[src/rtl/drumbit_pkg.sv]
// Shared definitions for the drum sequencer and the mode controller.
//   sysmode_t      : 2-bit system mode. EDIT is 0, PLAY is 1, RAW is 2. Value 3 is decoded as EDIT.
//   DEF_NUM_TRACKS : default number of drum voices.
//   DEF_NUM_STEPS  : default pattern length.
package drumbit_pkg;

  typedef enum logic [1:0] {
    EDIT = 2'd0,
    PLAY = 2'd1,
    RAW  = 2'd2
  } sysmode_t;

  localparam int unsigned DEF_NUM_TRACKS = 4;
  localparam int unsigned DEF_NUM_STEPS  = 16;

endpackage

[src/rtl/drum_sequencer_step_timer.sv]
// Step-rate divider for PLAY mode.
//   clk, rst : clock and synchronous active-high reset.
//   clear    : forces the count to 0. It takes priority over en.
//   en       : advances the count by one each cycle.
//   tick_c   : combinational pulse while enabled at terminal count (TICK_DIV-1).
module step_timer #(
  parameter int unsigned TICK_DIV = 12500000
) (
  input  logic clk,
  input  logic rst,
  input  logic clear,
  input  logic en,
  output logic tick_c
);

  localparam int unsigned CNT_W = (TICK_DIV > 2) ? $clog2(TICK_DIV) : 1;
  localparam logic [CNT_W-1:0] CNT_MAX = CNT_W'(TICK_DIV - 1);

  logic [CNT_W-1:0] tick_cnt;

  assign tick_c = en && (tick_cnt == CNT_MAX);

  // Count wraps at terminal count so issues are exactly TICK_DIV cycles apart.
  always_ff @(posedge clk) begin
    if (rst || clear) begin
      tick_cnt <= '0;
    end else if (en) begin
      if (tick_cnt == CNT_MAX) tick_cnt <= '0;
      else                     tick_cnt <= tick_cnt + CNT_W'(1);
    end
  end

endmodule

[src/rtl/drum_sequencer.sv]
// Pattern store and step player.
//   EDIT (mode 0 or 3) : toggles the pattern cell at the cursor.
//   PLAY (mode 1)      : steps through the pattern at the tick rate.
//   RAW  (mode 2)      : passes rising edges of the pads through as triggers.
// Ports:
//   clk, rst             : clock and synchronous active-high reset.
//   mode                 : system mode.
//   edit_track/edit_step : cursor.
//   edit_toggle          : invert the cell at the cursor. Acts in EDIT only.
//   pads                 : live pad levels, already synchronised to clk.
//   trig                 : registered one-cycle trigger pulses, one per voice.
//   step                 : current play step.
//   beat                 : one-cycle pulse for each step issued.
//   cursor_bit           : registered pattern value at the cursor.
module drum_sequencer
  import drumbit_pkg::*;
#(
  parameter int unsigned NUM_TRACKS = DEF_NUM_TRACKS,
  parameter int unsigned NUM_STEPS  = DEF_NUM_STEPS,
  parameter int unsigned TICK_DIV   = 12500000
) (
  input  logic                         clk,
  input  logic                         rst,
  input  logic [1:0]                   mode,
  input  logic [$clog2(NUM_TRACKS)-1:0] edit_track,
  input  logic [$clog2(NUM_STEPS)-1:0]  edit_step,
  input  logic                         edit_toggle,
  input  logic [NUM_TRACKS-1:0]        pads,
  output logic [NUM_TRACKS-1:0]        trig,
  output logic [$clog2(NUM_STEPS)-1:0]  step,
  output logic                         beat,
  output logic                         cursor_bit
);

  localparam int unsigned STEP_W = $clog2(NUM_STEPS);

  logic [NUM_TRACKS-1:0][NUM_STEPS-1:0] pattern, pattern_d;
  logic [NUM_TRACKS-1:0] trig_d, pad_prev, col_c;
  logic [STEP_W-1:0]     step_d, idx_c;
  logic                  beat_d, cursor_d;
  logic [1:0]            mode_prev;
  logic                  is_play_c, is_raw_c, play_entry_c, track_ok_c, tick_c;

  assign is_play_c    = (mode == PLAY);
  assign is_raw_c     = (mode == RAW);
  assign play_entry_c = is_play_c && (mode_prev != PLAY);
  // Guards non-power-of-2 track counts, where the cursor can point past the last row.
  assign track_ok_c   = (32'(edit_track) < NUM_TRACKS);

  step_timer #(.TICK_DIV(TICK_DIV)) u_step_timer (
    .clk    (clk),
    .rst    (rst),
    .clear  (!is_play_c || play_entry_c),
    .en     (is_play_c && !play_entry_c),
    .tick_c (tick_c)
  );

  // Pattern column for the step about to be issued.
  assign idx_c = play_entry_c ? '0 : STEP_W'(step + 1'b1);
  always_comb begin
    col_c = '0;
    for (int t = 0; t < int'(NUM_TRACKS); t++) col_c[t] = pattern[t][idx_c];
  end

  // Next-state and output logic.
  always_comb begin
    pattern_d = pattern;
    trig_d    = '0;
    beat_d    = 1'b0;
    step_d    = step;
    cursor_d  = track_ok_c ? pattern[edit_track][edit_step] : 1'b0;
    if (is_play_c) begin
      if (play_entry_c || tick_c) begin
        step_d = idx_c;
        trig_d = col_c;
        beat_d = 1'b1;
      end
    end else if (is_raw_c) begin
      trig_d = pads & ~pad_prev;
    end else if (edit_toggle && track_ok_c) begin
      pattern_d[edit_track][edit_step] = ~pattern[edit_track][edit_step];
    end
  end

  // State and output registers.
  always_ff @(posedge clk) begin
    if (rst) begin
      pattern    <= '0;
      step       <= '0;
      trig       <= '0;
      beat       <= 1'b0;
      cursor_bit <= 1'b0;
      pad_prev   <= '0;
      mode_prev  <= EDIT;
    end else begin
      pattern    <= pattern_d;
      step       <= step_d;
      trig       <= trig_d;
      beat       <= beat_d;
      cursor_bit <= cursor_d;
      pad_prev   <= pads;
      mode_prev  <= mode;
    end
  end

endmodule

[config.mk]
export PLATFORM = sky130hd
export DESIGN_NAME = drum_sequencer
export DESIGN_NICKNAME = d
export VERILOG_FILES = /design/src/rtl/drumbit_pkg.sv /design/src/rtl/drum_sequencer_step_timer.sv /design/src/rtl/drum_sequencer.sv
export SDC_FILE = /design/constraint.sdc
export NUM_CORES = 1
export LEC_CHECK = 0
export CORE_ASPECT_RATIO = 1.25
export CORE_UTILIZATION = 55
export DETAILED_ROUTE_END_ITERATION = 10
export PLACE_DENSITY = 0.74
export SETUP_SLACK_MARGIN = 0.02
export SYNTH_ARGS = -nofsm -noshare
export SYNTH_HDL_FRONTEND = slang
export SYNTH_SLANG_ARGS = --single-unit
[constraint.sdc]
create_clock -name clk -period 1.9 [get_ports clk]
set_input_delay 0.38 -clock clk [delete_from_list [all_inputs] [get_ports clk]]
set_output_delay 0.38 -clock clk [all_outputs]
set_load 0.03 [all_outputs]
==> flow_summary.toml, run 1 <==
[synthesis]
syn-mean-instance-area_sq_um = 8.64
synth_nets = 677
syn_area_sq_mm = 0.00569
synth_seq_cells = 104
synthAdderAreaFrac_pct = 0.880
synth_area_leaders = "dfxtp_1 37%, nand3b_1 8.8%, o31ai_1 8.6%"
synth-edff-count = 0
synth.most_common_cell = "dfxtp_1"
ys_types = 61
synthMuxAreaShare_pct = 9.15
synth_top_cell_by_area = "dfxtp_1"
synthSimpleGateAreaFrac_pct = 27.8
yosys_warnings = 0
synth_top_family_by_area = "simple AND/OR/NAND/NOR gates"
synth_compound_area_share_pct = 16.8
synthTopCellsByCount = "104 x dfxtp_1, 87 x nand2_1, 67 x nand3b_1"
yosys_most_used_dff = "dfxtp_1"
synthXorXnorAreaFrac_pct = 3.98
yosysTopAreaCellShare_pct = 36.6
synthCells = 658
ys_async_sr_fraction_pct = 0
synth.yosys.seq_area_share_pct = 36.6

[placement]
port_buffers = 24
dpl_cell_area_sq_mm = 0.00662
dp_cells = 856
gp_congestion = 0.938
hpwl_um = 11500

[power]
powerDensity_mw_per_mm2 = 631
leakage_nw = 2.65
ir_drop_uv = 370

[global_routing]
antenna_found_initial = 0
grt_overflow = 0
busiest_layer = "met2"
grt_max_degree = 70
globalRouteMet2Util_pct = 53.6
grt_pass1_vias = 5376
met1_usage_pct = 35.9
grt_util_met3_pct = 6.17
grt_usage_pct = 31.6
grt_pass1_wl_um = 26600

[critical_path]
cp-startpoint = "step[0]$_SDFFE_PP0P_"
worstReg2RegEnd = "trig[2]$_SDFF_PP0_"
worst-setup-path-type = "register to register"
crit_end = "trig[2]$_SDFF_PP0_"
cp-end-kind = "register"
reg2reg_slack_ns = -0.08
worstPathRequired_ns = 2.15
arrival_ns = 2.23
critPathMaxFanout = 7
r2r_cells = 8
r2r-start = "step[0]$_SDFFE_PP0P_"
critPathLaunchType = "register"

[timing]
finalCriticalPeriod_ns = 1.98
worst_slew_pin_slew_ns = 0.571
slew_viol_final = 0
rsz0062_at_grt = "yes"
min_period_over_period_pct = 104
clock-skew-final_ns = 0.00965
layout_setup_ws_ns = -0.0775
setup_viol = 4
slew_headroom_pct = 62.0
hold_viol = 0
setup_tns_ns = -0.211
max_freq_mhz = 506

[status]
outcome = "complete, but fails checks"
violations = "setup timing"

[drt]
vias = 5563
drtIter0Drc = 485
detail_route.first_pass.iterations = 5
wl_per_cell_um = 19.0
ant_nets = 0
drt_wl_total_um = 16800
drc = 0
viasPerCell = 6.29

[clock_tree]
cts_tree = "done"
cts_buffers = 9
cts.clk_slew.worst_paths_ns = 0.08
cts-htree-levels = 3
clockRootBuffer = "clkbuf_16"
clock_sinks = 104
clock_latency_ns = 0.36
hold_buffers = 0
cts_buffer_depth = 2

[finish]
layout-drive-gt1-share_pct = 23.7
area_delta_synth_final_pct = 27.1
multi_input_area_sq_mm = 0.00353
final_cells = 884
post-route-util_pct = 71.9
fillers = 725
design_area_sq_mm = 0.00723
seq_area_sq_mm = 0.00209
final_nets = 769
diodes = 0

[floorplanning]
rows = 41
core_sq_mm = 0.0101
die_x_um = 92.9
top_level_ports = 25
die_area_sq_mm = 0.0108
die_y_um = 116
initial_core_util_pct = 56.5

[run]
drv_cap = 0

[min_path]
hold_path.class = "input port to register"
[power by group]
part           switching, mW  total [mW]  internal [mW]
registers            0.00860        2.20           2.19
clock network          0.911        1.83          0.923
logic                  0.299       0.527          0.228
total                   1.22        4.56           3.34
[flip-flops by register name (all words and copies together), names as in the netlist]
name,cells
u_step_timer.tick_cnt,24
cursor_bit,1
pattern,64
beat,1
pad_prev,4
step,4
trig,4
mode_prev,2
[cell usage in the layout (no fill, tap or decap), drive strengths merged, types with 3 or more instances in the layout]
| master | synthesis | routed |
|---|---|---|
| buf | 25 | 107 |
| dfxtp | 104 | 104 |
| nand2 | 87 | 87 |
| nand3b | 68 | 68 |
| o31ai | 65 | 65 |
| nor2 | 53 | 53 |
| mux2i | 43 | 43 |
| a22oi | 18 | 18 |
| nand3 | 16 | 16 |
| clkdlybuf4s50 | 0 | 15 |
| nor3 | 14 | 14 |
| xor2 | 13 | 13 |
| a21oi | 13 | 13 |
| xnor2 | 12 | 12 |
| inv | 7 | 12 |
| nor2b | 11 | 11 |
| clkbuf | 24 | 11 |
| nand4 | 9 | 9 |
| nand2b | 9 | 9 |
| and3 | 6 | 6 |
| o21ai | 6 | 6 |
| o22ai | 5 | 5 |
| and2 | 4 | 4 |
| mux2 | 4 | 4 |
| ha | 4 | 4 |
| a311oi | 4 | 4 |
| dlygate4sd2 | 0 | 3 |
| dlymetal6s2s | 0 | 3 |
| nor4 | 3 | 3 |
| clkinv | 1 | 3 |
[critical path: stages (launching register included)]
cell     delay, ns
dfxtp_4       0.36
ha_4          0.39
buf_6         0.14
mux2i_1       0.20
a22oi_2       0.13
nand3_1       0.11
a21oi_1       0.08
a311o_1       0.29
a31o_1        0.18
[worst min path at each step]
stage,start,slack [ns],depth (start not counted),endpoint
finish,rst,0.28,2,step[3]$_SDFFE_PP0P_
CTS,rst,0.28,2,step[3]$_SDFFE_PP0P_
floorplan,u_step_timer.tick_cnt[0]$_SDFFE_PP0N_,0.41,1,u_step_timer.tick_cnt[0]$_SDFFE_PP0N_
global route,rst,0.29,2,step[3]$_SDFFE_PP0P_
global placement,u_step_timer.tick_cnt[0]$_SDFFE_PP0N_,0.42,1,u_step_timer.tick_cnt[0]$_SDFFE_PP0N_
detailed placement,u_step_timer.tick_cnt[0]$_SDFFE_PP0N_,0.46,1,u_step_timer.tick_cnt[0]$_SDFFE_PP0N_
[layout make-up]
type	count	share of cell area, %
Multi-Input combinational cell	497	48.9
Sequential cell	104	28.9
Timing Repair Buffer	130	15.5
Clock buffer	9	3.12
Tap cell	129	2.23
Clock inverter	7	0.866
Inverter	8	0.433
[routing by layer]
layer | up-vias | routed length [um]
met5 | - | 0
met4 | 0 | 1110
met3 | 79 | 910
met2 | 245 | 8310
met1 | 2650 | 6440
li1 | 2589 | -
[through the flow]
step / worst slack [ns] / power [mW] / hold slack, ns
floorplan: 0.0411 / 2.55 / 0.413
CTS: -0.0517 / 4.54 / 0.283
global route: -0.123 / 4.71 / 0.291
global placement: -0.381 / 2.72 / 0.424
finish: -0.0775 / 4.56 / 0.282
detailed placement: -0.425 / 2.73 / 0.456
[repair_timing]
item,in CTS,in global routing
pin swaps,16,19
resized for setup,37,29
gates cloned,1,0
endpoints found under the setup margin,48,43
setup buffers,5,6
[cells by family (layout without fill, tap and decap cells)]
kind of cell / Yosys count / in the layout
compound gates: 130 / 130
xor+xnor: 25 / 25
fa+ha+maj: 4 / 4
buf+inv: 57 / 154
flops: 104 / 104
mux: 49 / 49
simple gates: 289 / 289
Note: power is estimated with default switching activity, not from simulation.
==> inputs of run 2 (changes only) <==
Settings changed: ABC_CLOCK_PERIOD_IN_PS set to 1900.
==> results of run 2 <==
Final layout, timing and power as in run 1 (identical DEF).
